[src/rtl/fft_pkg.sv]
// Shared constants and FSM state type for the FFT butterfly address generator.
package fft_pkg;

   localparam int unsigned MAX_N      = 32;
   localparam int unsigned ADDR_WIDTH = $clog2(MAX_N);
   localparam int unsigned STAGE_W    = 3;

   typedef enum logic [1:0] {
      IDLE = 2'd0,
      RUN  = 2'd1,
      DONE = 2'd2
   } state_e;

endpackage

[src/rtl/fft_n_decode.sv]
// Maps a requested transform size to log2(N) and flags sizes outside {2, 4, ..., MAX_N}.
module fft_n_decode #(
   parameter int unsigned MAX_N      = fft_pkg::MAX_N,
   parameter int unsigned ADDR_WIDTH = $clog2(MAX_N)
) (
   input  logic [ADDR_WIDTH:0]            n_points,
   output logic [fft_pkg::STAGE_W-1:0]    log2n_c,
   output logic                           valid_c
);

   localparam int unsigned NW = ADDR_WIDTH + 1;
   localparam int unsigned SW = fft_pkg::STAGE_W;

   always_comb begin
      log2n_c = '0;
      valid_c = 1'b0;
      for (int unsigned i = 1; i <= ADDR_WIDTH; i++) begin
         if (n_points == (NW'(1) << i)) begin
            log2n_c = SW'(i);
            valid_c = 1'b1;
         end
      end
      // Non-power-of-two MAX_N overrides still cap the accepted size
      if (n_points > NW'(MAX_N)) begin
         log2n_c = '0;
         valid_c = 1'b0;
      end
   end

endmodule

[src/rtl/fft_addr_gen.sv]
// Radix-2 FFT butterfly descriptor generator: walks stages and butterflies, emitting operand
// addresses and twiddle indices. Define FFT_ADDR_GEN_STAGE_GAP_EN for a one-cycle bubble between stages.
module fft_addr_gen #(
   parameter int unsigned MAX_N      = fft_pkg::MAX_N,
   parameter int unsigned ADDR_WIDTH = $clog2(MAX_N)
) (
   input  logic                  clk,
   input  logic                  rst,
   input  logic                  start,
   input  logic [ADDR_WIDTH:0]   n_points,
   output logic                  out_valid,
   input  logic                  out_ready,
   output logic [ADDR_WIDTH-1:0] addr_a,
   output logic [ADDR_WIDTH-1:0] addr_b,
   output logic [ADDR_WIDTH-1:0] tw_k,
   output logic [ADDR_WIDTH:0]   tw_n,
   output logic [2:0]            stage,
   output logic                  last,
   output logic                  busy,
   output logic                  done,
   output logic                  cfg_err
);

   localparam int unsigned AW = ADDR_WIDTH;
   localparam int unsigned NW = ADDR_WIDTH + 1;
   localparam int unsigned SW = fft_pkg::STAGE_W;

   fft_pkg::state_e state_q, state_d;

   logic [SW-1:0] stg_q, stg_d;
   logic [AW-1:0] b_q, b_d;
   logic [SW-1:0] log2n_q, log2n_d;

   logic          valid_q, valid_d;
   logic [AW-1:0] addr_a_q, addr_a_d;
   logic [AW-1:0] addr_b_q, addr_b_d;
   logic [AW-1:0] tw_k_q, tw_k_d;
   logic [NW-1:0] tw_n_q, tw_n_d;
   logic [SW-1:0] stage_q, stage_d;
   logic          last_q, last_d;
   logic          busy_q, busy_d;
   logic          done_q, done_d;
   logic          cfg_err_q, cfg_err_d;

   logic [SW-1:0] dec_log2n_c;
   logic          dec_valid_c;

   logic [AW-1:0] b_max_c;
   logic [AW-1:0] b_max_d_c;
   logic [AW-1:0] half_c;
   logic [AW-1:0] pos_c;
   logic [AW-1:0] grp_c;
   logic [AW-1:0] a_c;

   fft_n_decode #(
      .MAX_N      (MAX_N),
      .ADDR_WIDTH (ADDR_WIDTH)
   ) u_n_decode (
      .n_points (n_points),
      .log2n_c  (dec_log2n_c),
      .valid_c  (dec_valid_c)
   );

   // Index of the final butterfly in a stage, for the current and the next transform size
   assign b_max_c   = AW'((NW'(1) << log2n_q) >> 1) - AW'(1);
   assign b_max_d_c = AW'((NW'(1) << log2n_d) >> 1) - AW'(1);

   // Sequencing: state, stage and butterfly counters
   always_comb begin
      state_d   = state_q;
      stg_d     = stg_q;
      b_d       = b_q;
      log2n_d   = log2n_q;
      valid_d   = valid_q;
      cfg_err_d = 1'b0;
      done_d    = 1'b0;

      case (state_q)
         fft_pkg::IDLE: begin
            valid_d = 1'b0;
            if (start) begin
               if (dec_valid_c) begin
                  state_d = fft_pkg::RUN;
                  stg_d   = '0;
                  b_d     = '0;
                  log2n_d = dec_log2n_c;
                  valid_d = 1'b1;
               end else begin
                  cfg_err_d = 1'b1;
               end
            end
         end
         fft_pkg::RUN: begin
            if (!valid_q) begin
               valid_d = 1'b1;
            end else if (out_ready) begin
               if (b_q == b_max_c) begin
                  b_d = '0;
                  if (stg_q == log2n_q - SW'(1)) begin
                     state_d = fft_pkg::DONE;
                     stg_d   = '0;
                     valid_d = 1'b0;
                     done_d  = 1'b1;
                  end else begin
                     stg_d = stg_q + SW'(1);
`ifdef FFT_ADDR_GEN_STAGE_GAP_EN
                     valid_d = 1'b0;
`else
                     valid_d = 1'b1;
`endif
                  end
               end else begin
                  b_d = b_q + AW'(1);
               end
            end
         end
         fft_pkg::DONE: begin
            state_d = fft_pkg::IDLE;
            valid_d = 1'b0;
         end
         default: begin
            state_d = fft_pkg::IDLE;
            valid_d = 1'b0;
         end
      endcase

      busy_d = (state_d != fft_pkg::IDLE);
   end

   // Descriptor for the next (stage, butterfly); zeroed whenever no descriptor is offered
   always_comb begin
      half_c   = AW'(1) << stg_d;
      pos_c    = b_d & (half_c - AW'(1));
      grp_c    = b_d >> stg_d;
      a_c      = ((grp_c << stg_d) << 1) | pos_c;

      addr_a_d = '0;
      addr_b_d = '0;
      tw_k_d   = '0;
      tw_n_d   = '0;
      stage_d  = '0;
      last_d   = 1'b0;
      if (valid_d) begin
         addr_a_d = a_c;
         addr_b_d = a_c + half_c;
         tw_k_d   = pos_c;
         tw_n_d   = NW'(half_c) << 1;
         stage_d  = stg_d;
         last_d   = (b_d == b_max_d_c) && (stg_d == log2n_d - SW'(1));
      end
   end

   always_ff @(posedge clk or posedge rst) begin
      if (rst) begin
         state_q   <= fft_pkg::IDLE;
         stg_q     <= '0;
         b_q       <= '0;
         log2n_q   <= '0;
         valid_q   <= 1'b0;
         addr_a_q  <= '0;
         addr_b_q  <= '0;
         tw_k_q    <= '0;
         tw_n_q    <= '0;
         stage_q   <= '0;
         last_q    <= 1'b0;
         busy_q    <= 1'b0;
         done_q    <= 1'b0;
         cfg_err_q <= 1'b0;
      end else begin
         state_q   <= state_d;
         stg_q     <= stg_d;
         b_q       <= b_d;
         log2n_q   <= log2n_d;
         valid_q   <= valid_d;
         addr_a_q  <= addr_a_d;
         addr_b_q  <= addr_b_d;
         tw_k_q    <= tw_k_d;
         tw_n_q    <= tw_n_d;
         stage_q   <= stage_d;
         last_q    <= last_d;
         busy_q    <= busy_d;
         done_q    <= done_d;
         cfg_err_q <= cfg_err_d;
      end
   end

   assign out_valid = valid_q;
   assign addr_a    = addr_a_q;
   assign addr_b    = addr_b_q;
   assign tw_k      = tw_k_q;
   assign tw_n      = tw_n_q;
   assign stage     = stage_q;
   assign last      = last_q;
   assign busy      = busy_q;
   assign done      = done_q;
   assign cfg_err   = cfg_err_q;

endmodule

[config.mk]
export PLATFORM = sky130hd
export DESIGN_NAME = fft_addr_gen
export DESIGN_NICKNAME = d
export VERILOG_FILES = /design/src/rtl/fft_pkg.sv /design/src/rtl/fft_n_decode.sv /design/src/rtl/fft_addr_gen.sv
export SDC_FILE = /design/constraint.sdc
export NUM_CORES = 1
export LEC_CHECK = 0
export ABC_CLOCK_PERIOD_IN_PS = 5900
export CAP_MARGIN = 20
export CORE_MARGIN = 2
export CORE_UTILIZATION = 40
export CTS_BUF_LIST = sky130_fd_sc_hd__clkbuf_2 sky130_fd_sc_hd__clkbuf_4 sky130_fd_sc_hd__clkbuf_8
export DETAILED_ROUTE_END_ITERATION = 8
export PLACE_DENSITY = 0.65
export SLEW_MARGIN = 20
export SYNTH_ARGS = -nofsm -noshare
export SYNTH_HDL_FRONTEND = slang
export SYNTH_HIERARCHICAL = 1
export SYNTH_SLANG_ARGS = --single-unit
[constraint.sdc]
create_clock -name clk -period 5.9 [get_ports clk]
set_input_delay 0.59 -clock clk [delete_from_list [all_inputs] [get_ports clk]]
set_output_delay 0.59 -clock clk [all_outputs]
set_load 0.02 [all_outputs]
==> results of run 1 <==
## worst paths after layout
check	from	slack (ns)	to	depth (start not counted)
max in group asynchronous	rst	4.82	cfg_err	3
min in group asynchronous	rst	0.72	stage[0]	3
min reg2reg	state_q[1]	0.51	cfg_err	1
min	state_q[1]	0.51	cfg_err	1
max	log2n_q[1]	0.68	addr_b[4]	22
max reg2reg	log2n_q[1]	0.68	addr_b[4]	22
## stage by stage
stage / worst slack, ns / area (um2) / std cells
6_report: 0.6787 / 3132 / 379
5_1_grt: 0.2259 / 3132 / 379
2_1_floorplan: 1.401 / 2574 / 262
4_1_cts: 0.7115 / 3132 / 379
3_5_place_dp: 0.6785 / 3010 / 371
3_3_place_gp: 0.8109 / 3010 / 371
## power by group through the flow
stage	clock network, mW	registers [mW]	logic, mW
floorplan	0	0.464	0.370
global route	0.256	0.411	0.707
CTS	0.245	0.401	0.646
detailed placement	0	0.406	0.638
global placement	0	0.406	0.635
finish	0.241	0.401	0.643
## layout make-up
class,instances,area [um2],share of cell area (%)
repair buffers,40,392.9,12.54
multi-input cells,195,1449,46.26
flip-flops and latches,40,1001,31.96
clock buffers,6,82.58,2.637
clock inverters,2,38.79,1.239
inverters,19,71.32,2.277
well taps,77,96.34,3.076
## cell families (layout without fill, tap and decap cells)
family          Yosys count  count (layout)  share of synthesized area, %
fa+ha+maj                19              19                         9.529
other cells               2               2                        0.2918
mux                       8               8                         3.500
buf+inv                  27              67                         4.812
xor+xnor                 26              26                         8.848
flops                    40              40                         38.89
compound gates           40              40                         12.20
simple gates            100             100                         21.93
## per-layer routing
metal	vias up	global-route usage [%]
met4	0	6.012
li1	977	-
met5	-	0
met3	7	3.048
met1	955	24.58
met2	49	26.77
## cell usage in the layout, fill, tap and decap left out, types with 2 or more instances in the layout
cell type	count
a21o_1	3
ha_1	18
nor2_1	24
nand4_1	2
xnor2_1	15
and2_1	6
a2111oi_4	2
clkbuf_8	6
buf_4	3
xor2_1	11
clkdlybuf4s50_1	37
a211o_1	2
a21oi_1	9
nand2_1	19
nor3_1	8
nand3_1	4
nor2b_1	4
inv_1	18
nor4_1	5
or3_1	2
nand2b_1	6
conb_1	2
o41ai_1	2
o21ai_0	9
mux2i_1	5
nand3b_1	4
dfrtp_1	40
or3_4	2
a211oi_1	2
## registers in the layout, indices dropped and copies added, names as in the netlist
name	count
done	1
busy	1
stage	3
addr_a	4
tw_n	5
cfg_err	1
b_q	5
state_q	2
log2n_q	3
stg_q	3
tw_k	5
out_valid	1
addr_b	5
last	1
==> results.sh, run 1 <==
export IMPL_wl_met2_um=2671
export IMPL_via_per_inst=5.245
export IMPL_pin_count=39
export IMPL_hold_path_class="flip-flop to flip-flop"
export IMPL_dp_hpwl_um=4207
export IMPL_grt_usage_pct=17.31
export IMPL_cts_tree="done"
export IMPL_clockPowerShare_pct=18.8
export IMPL_fin_hold_ws_ns=0.5122
export IMPL_htreeDepth=2
export IMPL_fp_coreArea_mm2=0.006277
export IMPL_vias=1988
export IMPL_grt_first_pass_wirelength_um=9880
export IMPL_p_per_area_mw_per_mm2=410.3
export IMPL_drive_gt1_share_pct=8.940
export IMPL_utilization_pct=49.89
export IMPL_drt_initial_drc_count=88
export IMPL_die_y_um=84.22
export IMPL_top_layer="met4"
export IMPL_yosys_warnings=6
export IMPL_synth_largest_area_cell="dfrtp_1"
export IMPL_syn_nets=291
export IMPL_fin_crit_sh_pct=88.50
export IMPL_drc=0
export IMPL_ys_seq_area_share_pct=38.89
export IMPL_setup_viol=0
export IMPL_cts_hold_buffers=0
export IMPL_post_cts_buffers=0
export IMPL_rsz0062_at_grt="false"
export IMPL_leakagePower_nw=1.410
export IMPL_swShare_pct=40.64
export IMPL_crit_top_cell="ha_1"
export IMPL_synthFlopType="dfrtp_1"
export IMPL_max_freq_mhz=191.5
export IMPL_place_congestion=0.8690
export IMPL_cp_max_fo=8
export IMPL_io_buffers=37
export IMPL_min_period_ns=5.221
export IMPL_cp_arrival_ns=5.45
export IMPL_slew_headroom_pct=46.01
export IMPL_synth_top_area_share_pct=38.89
export IMPL_finClkSkew_ns=0.009678
export IMPL_seqPwrFrac_pct=31.2
export IMPL_switchingPower_mw=0.5222
export IMPL_postSynthAreaPerCell_um2=9.823
export IMPL_routed_wl_um=5720
export IMPL_clock_root_buffer="clkbuf_8"
export IMPL_yosys_top_cells_area="dfrtp_1, ha_1, xnor2_1, xor2_1, nor2_1"
export IMPL_tns_ns=0
export IMPL_critPathKind="flip-flop to flip-flop"
export IMPL_die_w_um=84.22
export IMPL_diodes=0
export IMPL_ys_ff_latch=40
export IMPL_vdd_drop_max_mv=0.2496
export IMPL_grt_pass1_vias=1936
export IMPL_cts_resized=0
export IMPL_first_pass_iters=5
export IMPL_met3_length_um=208
export IMPL_yosys_cell_types_count=59
export IMPL_initial_core_util_pct=41.00
export IMPL_syn_inst=262
export IMPL_cp_start_kind="flip-flop"
export IMPL_maxCapViolCount=0
export IMPL_clk_pin_slew_ns=0.09
export IMPL_cts_made_buffers=5
export IMPL_cts_sinks=40
export IMPL_slew_violations=0
export IMPL_path_cells="inv_1 > ha_1 > nand2b_1 > ha_1 > xnor2_1 > xnor2_1 > a2111oi_4 > nand4_4 > mux2i_2 > a21oi_2 > inv_2 > nor2_1 > nand2_1 > ha_1 > o41ai_1 > a32o_2 > ha_1 > a21o_1 > a21oi_1 > nor4_1 > or3_1 > mux2i_1"
export IMPL_antenna_found_initial=0
export IMPL_synth_edf_count=0
export IMPL_finalNetCount=330
export IMPL_wl_met1_um=2767
export IMPL_finalHoldViolations=0
export IMPL_fin_total_pwr_mw=1.285
export IMPL_grt_max_degree=41
export IMPL_clockBufferDepth=2
export IMPL_postRouteAntennaNets=0
export IMPL_yosysMostFrequentCell="dfrtp_1"
export IMPL_p_comb_share_pct=50.1
export IMPL_outcome="finished clean"
export IMPL_tightest_slew_ns=0.8037
export IMPL_avgRoutedWirePerCell_um=15.09
export IMPL_synthTopCellsByCount="dfrtp_1, nor2_1, nand2_1"
export IMPL_cpMaxStageDelayCell="dfrtp_1"
export IMPL_crit_required_ns=6.13
export IMPL_nFillCells=600
export IMPL_syn_area_mm2=0.002574
export IMPL_insertion_delay_ns=0.30
export IMPL_ys_async_sr_fraction_pct=100.0
export IMPL_path_buf_inv=2
export IMPL_syn2layout_area_growth_pct=21.68
export IMPL_fp_dieArea_mm2=0.007092
export IMPL_p_int_mw=0.7629
export IMPL_max_stage_delay_ns=0.43
export IMPL_end_kind="flip-flop"
export IMPL_rows=29
export IMPL_cp_top_family="compound AO/OA/AOI/OAI gates"
export IMPL_grt_overflow_total=0
Power figures use the tool's default switching activity.
==> run 2: changes to the inputs <==
==> constraint.sdc (replaced) <==
create_clock -name clk -period 5.9 [get_ports clk]
set_input_delay 1.18 -clock clk [delete_from_list [all_inputs] [get_ports clk]]
set_output_delay 1.18 -clock clk [all_outputs]
set_load 0.02 [all_outputs]
==> run 2 against run 1 <==
Against the previous run:
- register-to-register slack got worse by 0.06 ns
- sequential power hardly changed
- routed wire length down 5.4%
- worst hold slack worse by 0.0059 ns
- final cell count increased by 0.26%
- highest routed layer unchanged
==> results.sh, run 2 (same netlist as run 1, synthesis figures left out) <==
export IMPL_outcome="finished clean"
export IMPL_finalHoldViolations=0
export IMPL_rows=29
export IMPL_first_pass_iters=4
export IMPL_mostFrequentLayoutCells="dfrtp_1, clkdlybuf4s50_1, nor2_1"
export IMPL_crit_required_ns=6.12
export IMPL_clock_root_buffer="clkbuf_8"
export IMPL_slew_violations=0
export IMPL_postRouteAntennaNets=0
export IMPL_cts_hold_buffers=0
export IMPL_tightest_slew_ns=0.8907
export IMPL_dp_hpwl_um=4075
export IMPL_maxCapViolCount=0
export IMPL_cpMaxStageDelayCell="clkdlybuf4s50_1"
export IMPL_fin_crit_sh_pct=92.55
export IMPL_cp_arrival_ns=5.68
export IMPL_initial_core_util_pct=41.00
export IMPL_clockBufferDepth=2
export IMPL_max_stage_delay_ns=0.57
export IMPL_hold_path_class="flip-flop to flip-flop"
export IMPL_leakagePower_nw=1.402
export IMPL_max_freq_mhz=183.1
export IMPL_cts_made_buffers=5
export IMPL_rsz0062_at_grt="false"
export IMPL_cts_tree="done"
export IMPL_die_y_um=84.22
export IMPL_clk_pin_slew_ns=0.08
export IMPL_fp_coreArea_mm2=0.006277
export IMPL_slew_headroom_pct=40.16
export IMPL_cts_resized=0
export IMPL_vdd_drop_max_mv=0.2033
export IMPL_path_cells="clkdlybuf4s50_1 > xor2_1 > and3_4 > a311o_1 > a21oi_1 > or2_2 > a21oi_2 > inv_2 > nor2_1 > nand2_1 > ha_1 > o41ai_1 > a32o_2 > ha_1 > a21o_1 > a21oi_1 > nor4_1 > or3_1 > mux2i_1"
export IMPL_layout_commonest_cell="dfrtp_1"
export IMPL_grt_max_degree=41
export IMPL_post_cts_buffers=0
export IMPL_cts_sinks=40
export IMPL_finalNetCount=332
export IMPL_drc=0
export IMPL_critPathKind="primary input to flip-flop"
export IMPL_diodes=0
export IMPL_antenna_found_initial=0
export IMPL_drt_initial_drc_count=122
export IMPL_syn2layout_area_growth_pct=20.86
export IMPL_place_congestion=0.8683
export IMPL_grt_first_pass_wirelength_um=9273
export IMPL_fp_dieArea_mm2=0.007092
export IMPL_r2r_slack_ns=0.62
export IMPL_holdPathStages=1
export IMPL_cp_start_kind="primary input"
export IMPL_grt_usage_pct=16.23
export IMPL_cp_max_fo=8
export IMPL_avgRoutedWirePerCell_um=14.24
export IMPL_grt_pass1_vias=1894
export IMPL_io_buffers=37
export IMPL_drive_gt1_share_pct=9.571
export IMPL_tns_ns=0
export IMPL_insertion_delay_ns=0.29
export IMPL_via_per_inst=5.153
export IMPL_finClkSkew_ns=0.007958
export IMPL_pin_count=39
export IMPL_die_w_um=84.22
export IMPL_min_period_ns=5.460
export IMPL_placed_area_mm2=0.003025
export IMPL_grt_overflow_total=0
export IMPL_vias=1958
export IMPL_end_kind="flip-flop"
export IMPL_routed_wl_um=5413
export IMPL_setup_viol=0
export IMPL_htreeDepth=2
export IMPL_p_per_area_mw_per_mm2=391.1
export IMPL_fin_area_mm2=0.003110
export IMPL_reg2reg_depth=20
## run 2: changes by cell type in the layout (fill, tap and decap cells not counted), sizes merged
cell    previous run  this run
bufinv             1         0
buf                3         5
## run 2: path summary, 6_finish.rpt
kind / from / to
max reg2reg: log2n_q[0] / addr_b[4]
min reg2reg: state_q[1] / cfg_err
max: n_points[3] / addr_b[4]
min: state_q[1] / cfg_err
max in group asynchronous: rst / tw_k[2]
min in group asynchronous: rst / b_q[3]
## run 2: where the power goes
group	total, mW	leakage [nW]	switching, mW	internal, mW
clock network	0.177	0.0445	0.0916	0.0850
registers	0.403	0.524	0.0541	0.348
logic	0.638	0.833	0.358	0.279
total	1.22	1.40	0.504	0.713
## run 2: through the flow
| stage | worst slack (ns) | utilization, % | hold slack [ns] | total power [mW] | cells |
|---|---|---|---|---|---|
| global route | 0.1662 | 49.55 | 0.5263 | 1.310 | 380 |
| global placement | 0.3775 | 48.20 | 0.4843 | 1.041 | 373 |
| detailed placement | 0.1771 | 48.20 | 0.5036 | 1.044 | 373 |
| CTS | 0.4955 | 49.49 | 0.5054 | 1.226 | 380 |
| floorplan | 1.182 | - | 0.4636 | 0.8340 | 262 |
| finish | 0.4396 | 49.55 | 0.5063 | 1.217 | 380 |
## run 2: final cells by class
cell class	count	area, um2
Clock buffer	6	76.32
Clock inverter	1	5.005
Fill cell	590	3167
Inverter	19	71.32
Multi-Input combinational cell	195	1453
Sequential cell	40	1001
Tap cell	77	96.34
Timing Repair Buffer	42	407.9
## run 2: worst max-delay path: cells and delay by family
family	cells	cell delay, ns
AO/OA/AOI/OAI	7	1.59
AND/OR/NAND/NOR	6	1.36
buffers and inverters	2	0.72
adder cells (fa/ha/maj)	2	0.53
XOR/XNOR	1	0.17
multiplexers	1	0.13
## run 2: layer usage
layer  GRT usage (%)  share of wire, %  vias to the layer above  wire [um]
li1                -                 -                      986          -
met5               0                 0                        -          0
met2           25.76                47                       33       2551
met3           3.638               2.7                        3        145
met4           3.519              0.52                        0         28
met1           22.91                50                      936       2687
==> run 3: changes to the inputs <==
--- a/config.mk
+++ b/config.mk
@@ -10,10 +10,11 @@
 export CORE_MARGIN = 2
 export CORE_UTILIZATION = 40
 export CTS_BUF_LIST = sky130_fd_sc_hd__clkbuf_2 sky130_fd_sc_hd__clkbuf_4 sky130_fd_sc_hd__clkbuf_8
+export CTS_CLUSTER_DIAMETER = 40
 export DETAILED_ROUTE_END_ITERATION = 8
 export PLACE_DENSITY = 0.65
 export SLEW_MARGIN = 20
 export SYNTH_ARGS = -nofsm -noshare
 export SYNTH_HDL_FRONTEND = slang
-export SYNTH_HIERARCHICAL = 1
 export SYNTH_SLANG_ARGS = --single-unit
+export TNS_END_PERCENT = 20
==> run 3 against run 2 <==
Against the previous run:
- final cell count increased by 3.2%
- worst hold slack improved by 0.10 ns
- combinational power is 8.3% higher
- sequential share of layout area down 0.65 points
- via count grew 8.7%
- highest routed layer unchanged
- critical path depth down 4
- critical endpoint is now last
- clock-buffer cell count unchanged
==> results.sh, run 3 <==
export IMPL_antenna_found_initial=0
export IMPL_cpMaxStageDelayCell="o21ai_0"
export IMPL_syn_area_mm2=0.002644
export IMPL_critPathKind="primary input to flip-flop"
export IMPL_finalHoldViolations=0
export IMPL_drt_initial_drc_count=313
export IMPL_switchingPower_mw=0.5692
export IMPL_diodes=0
export IMPL_fin_total_pwr_mw=1.350
export IMPL_insertion_delay_ns=0.30
export IMPL_mostFrequentLayoutCells="dfrtp_1, clkdlybuf4s50_1, nand2_1"
export IMPL_pre_cts_ws_ns=0.8324
export IMPL_clockPowerShare_pct=17.9
export IMPL_vdd_drop_max_mv=0.1892
export IMPL_seqPwrFrac_pct=31.0
export IMPL_fp_dieArea_mm2=0.007276
export IMPL_finClkSkew_ns=0.005992
export IMPL_yosysMostFrequentCell="dfrtp_1"
export IMPL_fin_area_mm2=0.003174
export IMPL_syn2layout_area_growth_pct=20.07
export IMPL_avgRoutedWirePerCell_um=14.98
export IMPL_cts_tree="done"
export IMPL_clk_pin_slew_ns=0.08
export IMPL_nFillCells=593
export IMPL_maxCapViolCount=0
export IMPL_synth_top_family_by_area="simple AND/OR/NAND/NOR gates"
export IMPL_yosys_cell_types_count=67
export IMPL_r2r_slack_ns=1.52
export IMPL_cp_arrival_ns=4.92
export IMPL_multi_input_area_mm2=0.001486
export IMPL_cts_sinks=40
export IMPL_first_pass_iters=4
export IMPL_routed_wl_um=5872
export IMPL_fp_coreArea_mm2=0.006386
export IMPL_synth_compound_area_share_pct=16.42
export IMPL_max_stage_delay_ns=0.60
export IMPL_postSynthAreaPerCell_um2=9.510
export IMPL_syn_inst=278
export IMPL_tns_ns=0
export IMPL_synth_edf_count=0
export IMPL_post_cts_buffers=0
export IMPL_die_w_um=85.30
export IMPL_hold_start="state_q[1]"
export IMPL_fin_crit_sh_pct=80.15
export IMPL_yosys_top_cells_area="dfrtp_1, ha_1, xnor2_1, nand2_1, nor2_1"
export IMPL_slew_violations=0
export IMPL_hold_path_class="flip-flop to flip-flop"
export IMPL_r2r_start="log2n_q[1]"
export IMPL_grt_pass1_vias=2104
export IMPL_slew_headroom_pct=42.24
export IMPL_drc=0
export IMPL_finalNetCount=342
export IMPL_ys_async_sr_fraction_pct=100.0
export IMPL_io_buffers=37
export IMPL_layout_commonest_cell="dfrtp_1"
export IMPL_reg2reg_to="addr_b[4]"
export IMPL_synthTopCellsByCount="dfrtp_1, nand2_1, nor2_1"
export IMPL_swShare_pct=42.17
export IMPL_p_comb_share_pct=51.2
export IMPL_die_y_um=85.30
export IMPL_postRouteAntennaNets=0
export IMPL_cts_hold_buffers=0
export IMPL_htreeDepth=2
export IMPL_synth_mux_area_share_pct=1.514
export IMPL_dp_hpwl_um=4467
export IMPL_outcome="finished clean"
export IMPL_crit_required_ns=6.09
export IMPL_path_cells="clkdlybuf4s50_1 > nand2b_1 > a2111oi_4 > o21ai_2 > o21ai_0 > ha_1 > inv_1 > or2_4 > ha_1 > nor2b_1 > xnor2_1 > mux2i_1 > xnor2_1 > nand2_1 > nor4_1"
export IMPL_holdPathStages=2
export IMPL_reg2reg_depth=18
export IMPL_rows=29
export IMPL_tightest_slew_ns=0.8659
export IMPL_utilization_pct=49.71
export IMPL_clockBufferDepth=2
export IMPL_ys_ff_latch=40
export IMPL_synth_xor_area_share_pct=7.809
export IMPL_synth_simple_gate_area_share_pct=21.39
export IMPL_via_per_inst=5.431
export IMPL_drive_gt1_share_pct=8.889
export IMPL_synth_fa_ha_area_share_pct=8.803
export IMPL_grt_overflow_total=0
export IMPL_setup_viol=0
export IMPL_cp_max_fo=10
export IMPL_cp_start_kind="primary input"
export IMPL_leakagePower_nw=1.428
export IMPL_place_congestion=0.8686
export IMPL_finalWorstSetupSlack_ns=1.171
export IMPL_initial_core_util_pct=41.40
export IMPL_pin_count=39
export IMPL_synth_largest_area_cell="dfrtp_1"
export IMPL_yosys_warnings=0
export IMPL_end_kind="flip-flop"
export IMPL_p_per_area_mw_per_mm2=425.2
export IMPL_p_int_mw=0.7805
export IMPL_vias=2129
export IMPL_final_cells=392
export IMPL_grt_usage_pct=17.81
export IMPL_dp_cells=384
export IMPL_cts_made_buffers=5
export IMPL_min_delay_worst_endpoint="cfg_err"
export IMPL_synth_top_area_share_pct=37.86
export IMPL_placed_area_mm2=0.003053
export IMPL_grt_max_degree=41
export IMPL_max_freq_mhz=211.5
export IMPL_ys_seq_area_share_pct=37.86
export IMPL_cts_resized=0
export IMPL_min_period_ns=4.729
export IMPL_rsz0062_at_grt="false"
export IMPL_grt_first_pass_wirelength_um=10220
export IMPL_synthFlopType="dfrtp_1"
export IMPL_fin_hold_ws_ns=0.6074
export IMPL_final_seq_area_mm2=0.001001
export IMPL_clock_root_buffer="clkbuf_8"
-- run 3: cell count changes in the layout (fill, tap and decap cells not counted), sizes merged, moves of 3 or more --
cell | previous run | this run
nor3 | 8 | 12
nor2 | 24 | 21
xor2 | 11 | 7
a31oi | 1 | 5
nand3b | 4 | 0
or3 | 4 | 0
buf | 5 | 2
nand3 | 4 | 11
o211ai | 0 | 5
nand2 | 20 | 26
-- run 3: cell families after synthesis --
family	Yosys count
multiplexers	4
XOR/XNOR	21
flip-flops	40
AO/OA/AOI/OAI	56
other	1
adder cells (fa/ha/maj)	18
buffers and inverters	32
AND/OR/NAND/NOR	106
-- run 3: critical path, delay by kind of cell --
family | cells | cell delay [ns]
compound gates | 3 | 1.17
simple gates | 5 | 0.97
buf+inv | 2 | 0.59
fa+ha+maj | 2 | 0.55
xor+xnor | 2 | 0.25
mux | 1 | 0.17
-- run 3: layout make-up --
class | instances | area share, %
Tap cell | 77 | 3.035
Clock buffer | 6 | 2.602
Clock inverter | 2 | 1.222
Inverter | 21 | 2.641
Sequential cell | 40 | 31.53
Timing Repair Buffer | 39 | 12.14
Multi-Input combinational cell | 207 | 46.83
-- run 3: metal layers --
metal / routed length, um / vias up / GRT usage (%)
met3: 327 / 7 / 3.599
met2: 2831 / 59 / 28.48
met5: 0 / - / 0
li1: - / 1044 / -
met1: 2640 / 1019 / 24.72
met4: 72 / 0 / 4.762
-- run 3: how the worst max path moves through the flow --
| stage | start | end | slack [ns] | cells after the start |
|---|---|---|---|---|
| 2_1_floorplan | n_points[1] | last | 1.86 | 14 |
| 3_3_place_gp | n_points[3] | last | 1.13 | 15 |
| 3_5_place_dp | n_points[1] | last | 0.83 | 15 |
| 4_1_cts | n_points[1] | last | 1.20 | 15 |
| 5_1_grt | n_points[0] | last | 0.80 | 14 |
| 6_report | n_points[3] | last | 1.17 | 15 |
-- run 3: power groups by stage --
| stage | sequential (mW) | combinational, mW | clock (mW) |
|---|---|---|---|
| after floorplan | 0.447 | 0.469 | 0 |
| after global placement | 0.423 | 0.682 | 0 |
| after detailed placement | 0.422 | 0.690 | 0 |
| after CTS | 0.416 | 0.693 | 0.246 |
| after global routing | 0.429 | 0.769 | 0.257 |
| final | 0.418 | 0.691 | 0.241 |
